## config.mk

```make
export PLATFORM = sky130hd
export DESIGN_NAME = periph_int_ctrl_flat
export DESIGN_NICKNAME = d
export VERILOG_FILES = /design/src/rtl/periph_int_pkg.sv /design/src/rtl/periph_int_ctrl_if.sv /design/src/rtl/periph_int_src.sv /design/src/rtl/periph_int_ctrl.sv /design/src/flat_wrapper.sv
export SDC_FILE = /design/constraint.sdc
export NUM_CORES = 1
export LEC_CHECK = 0
export CAP_MARGIN = 10
export CORE_UTILIZATION = 32
export CTS_CLUSTER_SIZE = 30
export DETAILED_ROUTE_END_ITERATION = 16
export GPL_TIMING_DRIVEN = 0
export PLACE_DENSITY = 0.92
export SLEW_MARGIN = 20
export SYNTH_ARGS = -nofsm -noshare
export SYNTH_HDL_FRONTEND = slang
export SYNTH_SLANG_ARGS = --single-unit
export TNS_END_PERCENT = 50
```

## constraint.sdc

```tcl
create_clock -name clk -period 1.7 [get_ports clk]
set_input_delay 0.255 -clock clk [delete_from_list [all_inputs] [get_ports clk]]
set_output_delay 0.255 -clock clk [all_outputs]
set_load 0.05 [all_outputs]
```

## src/rtl/periph_int_pkg.sv

```systemverilog
// Shared definitions for the peripheral interrupt controller: register
// offsets, FSM state encoding, interrupt code width and source indices.
package periph_int_pkg;

  localparam int INT_CODE_W = 8;

  localparam logic [3:0] OFS_ENABLE  = 4'h0;
  localparam logic [3:0] OFS_PENDING = 4'h4;
  localparam logic [3:0] OFS_MODE    = 4'h8;
  localparam logic [3:0] OFS_CLAIM   = 4'hC;

  localparam int SRC_GPIO = 0;
  localparam int SRC_UART = 1;
  localparam int SRC_IIC  = 2;
  localparam int SRC_SPI  = 3;

  typedef enum logic [1:0] {
    ST_IDLE    = 2'd0,
    ST_REQ     = 2'd1,
    ST_SERVICE = 2'd2
  } int_state_e;

  // Interrupt code for a source index: index + 1, so that 0 means "none".
  function automatic logic [INT_CODE_W-1:0] idx_to_code(input int idx);
    return INT_CODE_W'(idx + 1);
  endfunction

endpackage

```

## src/rtl/periph_int_ctrl_if.sv

```systemverilog
// Register bus and core interrupt bus of the peripheral interrupt controller.
// The controller uses the slave modport, the core/bench drives the master.
interface periph_int_ctrl_if;
  import periph_int_pkg::*;

  logic [3:0]            reg_addr;
  logic [31:0]           reg_wdata;
  logic                  reg_wr_en;
  logic [31:0]           reg_rd_data;
  logic                  int_req;
  logic [INT_CODE_W-1:0] int_code;
  logic                  int_ack;

  modport master (
    output reg_addr, reg_wdata, reg_wr_en, int_ack,
    input  reg_rd_data, int_req, int_code
  );

  modport slave (
    input  reg_addr, reg_wdata, reg_wr_en, int_ack,
    output reg_rd_data, int_req, int_code
  );

endinterface

```

## src/rtl/periph_int_src.sv

```systemverilog
// Per-source capture cell. Level sources register the raw line one cycle.
// With PERIPH_INT_EDGE_EN defined, a source in edge mode sets its pending
// bit on a 0->1 transition and holds it until cleared; a rising edge in
// the same cycle as a clear keeps the bit set.
module periph_int_src (
  input  logic clk,
  input  logic rst,
  input  logic src_int,
`ifdef PERIPH_INT_EDGE_EN
  input  logic edge_mode,
  input  logic clr,
`endif
  output logic pending
);

`ifdef PERIPH_INT_EDGE_EN
  logic src_prev;

  // Previous line value for edge detect, and pending bit per source mode.
  always_ff @(posedge clk or negedge rst) begin
    if (!rst) begin
      src_prev <= 1'b0;
      pending  <= 1'b0;
    end else begin
      src_prev <= src_int;
      if (edge_mode) begin
        if (src_int && !src_prev) pending <= 1'b1;
        else if (clr)             pending <= 1'b0;
      end else begin
        pending <= src_int;
      end
    end
  end
`else
  // Level source: pending mirrors the line one cycle late.
  always_ff @(posedge clk or negedge rst) begin
    if (!rst) pending <= 1'b0;
    else      pending <= src_int;
  end
`endif

endmodule

```

## src/rtl/periph_int_ctrl.sv

```systemverilog
// Peripheral interrupt controller: N_SRC sources, fixed lowest-index
// priority, IDLE/REQ/SERVICE handshake with the core, CLAIM write to
// complete service. Optional edge-triggered sources under PERIPH_INT_EDGE_EN.
module periph_int_ctrl
  import periph_int_pkg::*;
#(
  parameter int N_SRC = 4
) (
  input  logic             clk,
  input  logic             rst,
  input  logic [N_SRC-1:0] src_int,
  periph_int_ctrl_if.slave bus
);

  int_state_e            state_q, state_d;
  logic [INT_CODE_W-1:0] code_q, code_d;
  logic [N_SRC-1:0]      enable_q;
  logic [N_SRC-1:0]      pending;
  logic [N_SRC-1:0]      mode_eff;
  logic [N_SRC-1:0]      sel_oh;
  logic [N_SRC-1:0]      req_vec;
  logic                  win_any;
  logic [INT_CODE_W-1:0] win_code;
  logic                  hold_ok;
  logic                  ack_take;
  logic                  claim_ok;
  logic                  wr_enable, wr_claim;
  logic                  unused_wdata;

  assign wr_enable = bus.reg_wr_en && (bus.reg_addr == OFS_ENABLE);
  assign wr_claim  = bus.reg_wr_en && (bus.reg_addr == OFS_CLAIM);
  assign unused_wdata = ^bus.reg_wdata[31:INT_CODE_W];

`ifdef PERIPH_INT_EDGE_EN
  logic [N_SRC-1:0] mode_q;
  logic [N_SRC-1:0] clr_vec;
  logic             wr_mode, wr_pending;

  assign wr_mode    = bus.reg_wr_en && (bus.reg_addr == OFS_MODE);
  assign wr_pending = bus.reg_wr_en && (bus.reg_addr == OFS_PENDING);
  assign mode_eff   = mode_q;
  // A source is cleared by the accepted ack of its own request or by W1C.
  assign clr_vec    = ({N_SRC{ack_take}} & sel_oh) |
                      ({N_SRC{wr_pending}} & bus.reg_wdata[N_SRC-1:0]);

  // MODE register: 1 selects rising-edge capture for that source.
  always_ff @(posedge clk or negedge rst) begin
    if (!rst)         mode_q <= '0;
    else if (wr_mode) mode_q <= bus.reg_wdata[N_SRC-1:0];
  end
`else
  assign mode_eff = '0;
`endif

  // ENABLE register.
  always_ff @(posedge clk or negedge rst) begin
    if (!rst)           enable_q <= '0;
    else if (wr_enable) enable_q <= bus.reg_wdata[N_SRC-1:0];
  end

  for (genvar i = 0; i < N_SRC; i++) begin : g_src
    periph_int_src u_src (
      .clk      (clk),
      .rst      (rst),
      .src_int  (src_int[i]),
`ifdef PERIPH_INT_EDGE_EN
      .edge_mode(mode_q[i]),
      .clr      (clr_vec[i]),
`endif
      .pending  (pending[i])
    );
  end

  // Priority pick of the lowest enabled pending source, and decode of the
  // currently latched code back to a one-hot source select.
  always_comb begin
    req_vec  = pending & enable_q;
    win_any  = 1'b0;
    win_code = '0;
    sel_oh   = '0;
    for (int i = N_SRC - 1; i >= 0; i--) begin
      if (req_vec[i]) begin
        win_any  = 1'b1;
        win_code = idx_to_code(i);
      end
    end
    for (int i = 0; i < N_SRC; i++) begin
      sel_oh[i] = (code_q == idx_to_code(i));
    end
  end

  // Edge sources keep their request alive on the pending latch alone, so
  // only ENABLE can withdraw them; level sources also need the live line.
  assign hold_ok  = |(sel_oh & enable_q & (pending | mode_eff));
  assign ack_take = (state_q == ST_REQ) && bus.int_ack && hold_ok;
  assign claim_ok = wr_claim && (bus.reg_wdata[INT_CODE_W-1:0] == code_q);

  // FSM state and latched code registers.
  always_ff @(posedge clk or negedge rst) begin
    if (!rst) begin
      state_q <= ST_IDLE;
      code_q  <= '0;
    end else begin
      state_q <= state_d;
      code_q  <= code_d;
    end
  end

  // Next-state: arbitrate in IDLE, wait for ack in REQ, wait for a
  // matching CLAIM write in SERVICE. No preemption outside IDLE.
  always_comb begin
    state_d = state_q;
    code_d  = code_q;
    unique case (state_q)
      ST_IDLE: begin
        if (win_any) begin
          state_d = ST_REQ;
          code_d  = win_code;
        end
      end
      ST_REQ: begin
        if (!hold_ok) begin
          state_d = ST_IDLE;
          code_d  = '0;
        end else if (bus.int_ack) begin
          state_d = ST_SERVICE;
        end
      end
      ST_SERVICE: begin
        if (claim_ok) begin
          state_d = ST_IDLE;
          code_d  = '0;
        end
      end
      default: begin
        state_d = ST_IDLE;
        code_d  = '0;
      end
    endcase
  end

  assign bus.int_req  = (state_q == ST_REQ);
  assign bus.int_code = code_q;

  // Register read mux; unmapped offsets and unused bits read zero.
  always_comb begin
    bus.reg_rd_data = '0;
    unique case (bus.reg_addr)
      OFS_ENABLE:  bus.reg_rd_data[N_SRC-1:0]      = enable_q;
      OFS_PENDING: bus.reg_rd_data[N_SRC-1:0]      = pending;
      OFS_MODE:    bus.reg_rd_data[N_SRC-1:0]      = mode_eff;
      OFS_CLAIM:   bus.reg_rd_data[INT_CODE_W-1:0] = code_q;
      default:     bus.reg_rd_data = '0;
    endcase
  end

endmodule

```

## src/flat_wrapper.sv

```systemverilog
// flat-port wrapper written by rule: the top's interface ports become plain ports
module periph_int_ctrl_flat import periph_int_pkg::*;
#(
  parameter int N_SRC = 4
)
  (clk, rst, src_int, bus_reg_addr, bus_reg_wdata, bus_reg_wr_en, bus_int_ack, bus_reg_rd_data, bus_int_req, bus_int_code);
  periph_int_ctrl_if bus_i ();
  input  logic clk;
  input  logic rst;
  input  logic [N_SRC-1:0] src_int;
  input wire logic [$bits(bus_i.reg_addr)-1:0] bus_reg_addr;
  input wire logic [$bits(bus_i.reg_wdata)-1:0] bus_reg_wdata;
  input wire logic [$bits(bus_i.reg_wr_en)-1:0] bus_reg_wr_en;
  input wire logic [$bits(bus_i.int_ack)-1:0] bus_int_ack;
  output wire logic [$bits(bus_i.reg_rd_data)-1:0] bus_reg_rd_data;
  output wire logic [$bits(bus_i.int_req)-1:0] bus_int_req;
  output wire logic [$bits(bus_i.int_code)-1:0] bus_int_code;
  assign bus_i.reg_addr = bus_reg_addr;
  assign bus_i.reg_wdata = bus_reg_wdata;
  assign bus_i.reg_wr_en = bus_reg_wr_en;
  assign bus_i.int_ack = bus_int_ack;
  assign bus_reg_rd_data = bus_i.reg_rd_data;
  assign bus_int_req = bus_i.int_req;
  assign bus_int_code = bus_i.int_code;
  periph_int_ctrl #(.N_SRC(N_SRC)) u_core (.clk(clk), .rst(rst), .src_int(src_int), .bus(bus_i));
endmodule
```

==> metrics.log <==
INFO  metric dpl.cell_count = 193
INFO  metric grt_start_max_net_pins = 14
INFO  metric critPathCaptureType = flip-flop
INFO  metric timing.critical_path.cells = clkdlybuf4s50_1 > nor4b_2 > nand4_1 > o31ai_1 > nand4_1 > a22o_1
INFO  metric hold_viol_final = 0
INFO  metric setup_viol = 0
INFO  metric timing.hold.worst.class = in2reg
INFO  metric core = 0.002829 mm^2
INFO  metric ys_seq_area_share = 32.95%
INFO  metric number_of_diodes = 0
INFO  metric grt.overflow.total = 0
INFO  metric timing_max_transition_violations_final = 0
INFO  metric slowest_delay = 0.41 ns
INFO  metric ios = 85
INFO  metric final_antenna_net_count = 0
INFO  metric layout.nets = 216
INFO  metric clock_sink_count = 13
INFO  metric post-route-worst-setup-slack = 0.03962 ns
INFO  metric grt_first_pass_wirelength = 3222 um
INFO  metric critical-path-top-cell-by-count = sky130_fd_sc_hd__nand4_1
INFO  metric grt_antenna_before_repair = 0
INFO  metric clk_pin_slew_worst_paths = 0.08 ns
INFO  metric route.detailed.wl_per_inst = 10.56 um
INFO  metric finClkSkew = 0.0008366 ns
INFO  metric clockBufferDepth = 2
INFO  metric cts_buffers = 3
INFO  metric worst_endpoint_data_arrival_time = 1.82 ns
INFO  metric static-leakage-power = 0.7709 nW
INFO  metric whs = 0.2864 ns
INFO  metric period_share = 97.67%
INFO  metric status = finished with violations
INFO  metric fillerInstances = 265
INFO  metric worst_path_maximum_fanout = 3
INFO  metric setup_repair_after_global_routing_missed_its_margin = true
INFO  metric worst_setup_path_start_kind = input port
INFO  metric drc = 2
INFO  metric slew_headroom = 61.34%
INFO  metric buffer_ports.inserted = 25
INFO  metric cts_tree = yes
INFO  metric die_y = 57.54 um
INFO  metric clkLatencyLatePin = 0.27 ns
INFO  metric yosys_register_bits = 13
INFO  metric routed-via-count = 867
INFO  metric final_cell_count_no_fill = 202
INFO  metric pre_cts_slack = -0.5729 ns
INFO  metric worst_slew_pin_slew = 0.5782 ns
INFO  metric final_common_cell = sky130_fd_sc_hd__buf_4
INFO  metric max_cap_violations = 0
INFO  metric initial_core_utilization = 34.90%
INFO  metric number_of_global_route_vias_before_repair = 716
INFO  metric post_route_cells_drive_above_1_share = 35.67%
INFO  metric area_growth_synth_to_finish = 51.46%
INFO  metric place_hpwl = 1671 um
INFO  metric setup-tns-final = 0 ns
INFO  metric synth.yosys.warnings = 0
INFO  metric irDropWorstVdd = 0.7517 mV
INFO  metric drt-vias-per-instance = 4.292
INFO  metric cts-root-buf = sky130_fd_sc_hd__clkbuf_4
INFO  metric chipWidth = 57.54 um
INFO  metric crit_type = in2reg
INFO  metric clock.fmax = 602.3 MHz
INFO  metric power.density = 1036 mW/mm^2
INFO  metric violations_in_the_final_reports = DRC
INFO  metric detailed_routing_iterations_pass_1 = 10
INFO  metric multiInputGateArea = 555.5 um^2
INFO  metric area.sequential = 326.6 um^2
INFO  metric syn_area = 987.2 um^2
INFO  metric htree_num_levels = 1
INFO  metric placement_rows = 19
INFO  metric period_minus_slack = 1.660 ns
INFO  metric worstPathRequired = 1.86 ns
INFO  metric track_usage = 12.67%
INFO  metric wl = 2134 um
INFO  metric initial_drc_count = 23
INFO  metric post_synth_num_cell_types = 32
INFO  metric final_cell_mix = 40 x sky130_fd_sc_hd__buf_4, 33 x sky130_fd_sc_hd__conb_1, 14 x sky130_fd_sc_hd__clkdlybuf4s50_1
INFO  metric critical_path.slowest_cell = sky130_fd_sc_hd__clkdlybuf4s50_1
INFO  metric fp.dieArea = 0.003311 mm^2
INFO  metric cells_after_synthesis = 105
INFO  metric syn-mean-instance-area = 9.402 um^2
INFO  metric gp_congestion = 0.8819
-- power by group --
group | internal [W] | switching [W] | total [W]
registers | 0.000387 | 0.000107 | 0.000494
logic | 0.000308 | 0.000557 | 0.000865
clock network | 0.0000909 | 0.0000990 | 0.000190
total | 0.000786 | 0.000763 | 0.00155
-- routing by layer --
metal	wire length (um)	track usage [%]	vias up
li1	-	-	435
met1	852	14.99	379
met5	0	0	-
met4	25	4.181	0
met2	1096	22.76	47
met3	159	2.494	6
-- Yosys cell counts --
library cell                count  area [um^2]
sky130_fd_sc_hd__o41ai_2        1        16.27
sky130_fd_sc_hd__o21ai_1        1        5.000
sky130_fd_sc_hd__nand4_1        2        12.51
sky130_fd_sc_hd__nor2b_1        2        12.51
sky130_fd_sc_hd__a22oi_1        1        7.510
sky130_fd_sc_hd__nor4_1         1        6.260
sky130_fd_sc_hd__mux2i_1        4        40.04
sky130_fd_sc_hd__or3_1          1        6.260
sky130_fd_sc_hd__buf_2          1        5.000
sky130_fd_sc_hd__mux2_2         4        45.04
sky130_fd_sc_hd__o2bb2ai_1      2        17.52
sky130_fd_sc_hd__a21oi_1        2        10.01
sky130_fd_sc_hd__nor2_1         5        18.77
sky130_fd_sc_hd__xor2_1         3        26.28
sky130_fd_sc_hd__a22o_1         1        8.760
sky130_fd_sc_hd__o31ai_1        1        7.510
sky130_fd_sc_hd__nor4b_2        1        15.01
sky130_fd_sc_hd__nand4b_1       2        17.52
sky130_fd_sc_hd__buf_4         34        255.2
sky130_fd_sc_hd__o21ai_2        1        8.760
sky130_fd_sc_hd__nand2_1        5        18.77
sky130_fd_sc_hd__a32oi_1        1        8.760
sky130_fd_sc_hd__a21o_1         1        7.510
sky130_fd_sc_hd__nor3_1         3        15.01
sky130_fd_sc_hd__conb_1         1        3.750
sky130_fd_sc_hd__nand4bb_1      1        11.26
sky130_fd_sc_hd__dfrtp_1       13        325.3
sky130_fd_sc_hd__nand2b_1       1        6.260
sky130_fd_sc_hd__inv_1          2        7.510
sky130_fd_sc_hd__nand3b_1       1        7.510
sky130_fd_sc_hd__a31oi_1        3        18.77
sky130_fd_sc_hd__nand3_1        3        15.01
-- path summary, 6_finish.rpt --
kind | startpoint | to | slack [ns] | cells past startpoint
max | bus_reg_wdata[4] | u_core.bus.int_code[0]$_DFFE_PN0P_ | 0.04 | 6
min | bus_reg_wdata[3] | u_core.enable_q[3]$_DFFE_PN0P_ | 0.29 | 2
max in group asynchronous | rst | u_core.bus.int_code[0]$_DFFE_PN0P_ | 0.94 | 1
min reg2reg | u_core.enable_q[2]$_DFFE_PN0P_ | u_core.enable_q[2]$_DFFE_PN0P_ | 0.57 | 1
max reg2reg | u_core.bus.int_code[0]$_DFFE_PN0P_ | u_core.bus.int_code[2]$_DFFE_PN0P_ | 0.04 | 4
min in group asynchronous | rst | u_core.g_src[2].u_src.pending$_DFF_PN0_ | 0.35 | 1
-- critical path: cells and delay by family --
kind / cells / cell delay, ns
AO/OA/AOI/OAI: 2 / 0.53
buffers and inverters: 1 / 0.41
AND/OR/NAND/NOR: 3 / 0.62
-- registers in the layout, summed over array words and instances, names as in the netlist --
name	cells
u_core.bus.int_code	3
u_core.enable_q	4
u_core.state_q	2
u_core.g_src.u_src.pending	4
-- timing repair --
| item | in CTS | in global routing |
|---|---|---|
| hold buffers | 0 | 0 |
| buffers inserted | 0 | 5 |
| endpoints found under the setup margin | 10 | 5 |
| pin swaps | 2 | 6 |
| gates resized for setup | 31 | 10 |
| gates cloned | 0 | 0 |
-- per-stage QoR --
| stage | total power, W | util (%) | area (um^2) |
|---|---|---|---|
| after global routing | 0.001632 | 52.85 | 1495 |
| after floorplan | 0.001124 | - | 1136 |
| after global placement | 0.001332 | 50.38 | 1425 |
| after detailed placement | 0.001352 | 50.38 | 1425 |
| after CTS | 0.001523 | 51.00 | 1443 |
| final | 0.001549 | 52.85 | 1495 |
-- cells by family after synthesis --
logic type | Yosys count | share of synthesized area [%]
muxes | 8 | 8.618
DFF | 13 | 32.95
AOI/OAI and AO/OA | 15 | 11.79
other | 1 | 0.3799
xor gates and xnor gates | 3 | 2.662
and+or+nand+nor | 28 | 16.48
buffers and inverters | 37 | 27.12
-- area by class of cell --
type / instances / share of cell area [%]
Inverter: 2 / 0.5021
Timing Repair Buffer: 30 / 18.74
Multi-Input combinational cell: 87 / 37.15
Sequential cell: 13 / 21.84
Buffer: 35 / 17.41
Tap cell: 31 / 2.594
Clock buffer: 4 / 1.757
Power figures use the tool's default switching activity.
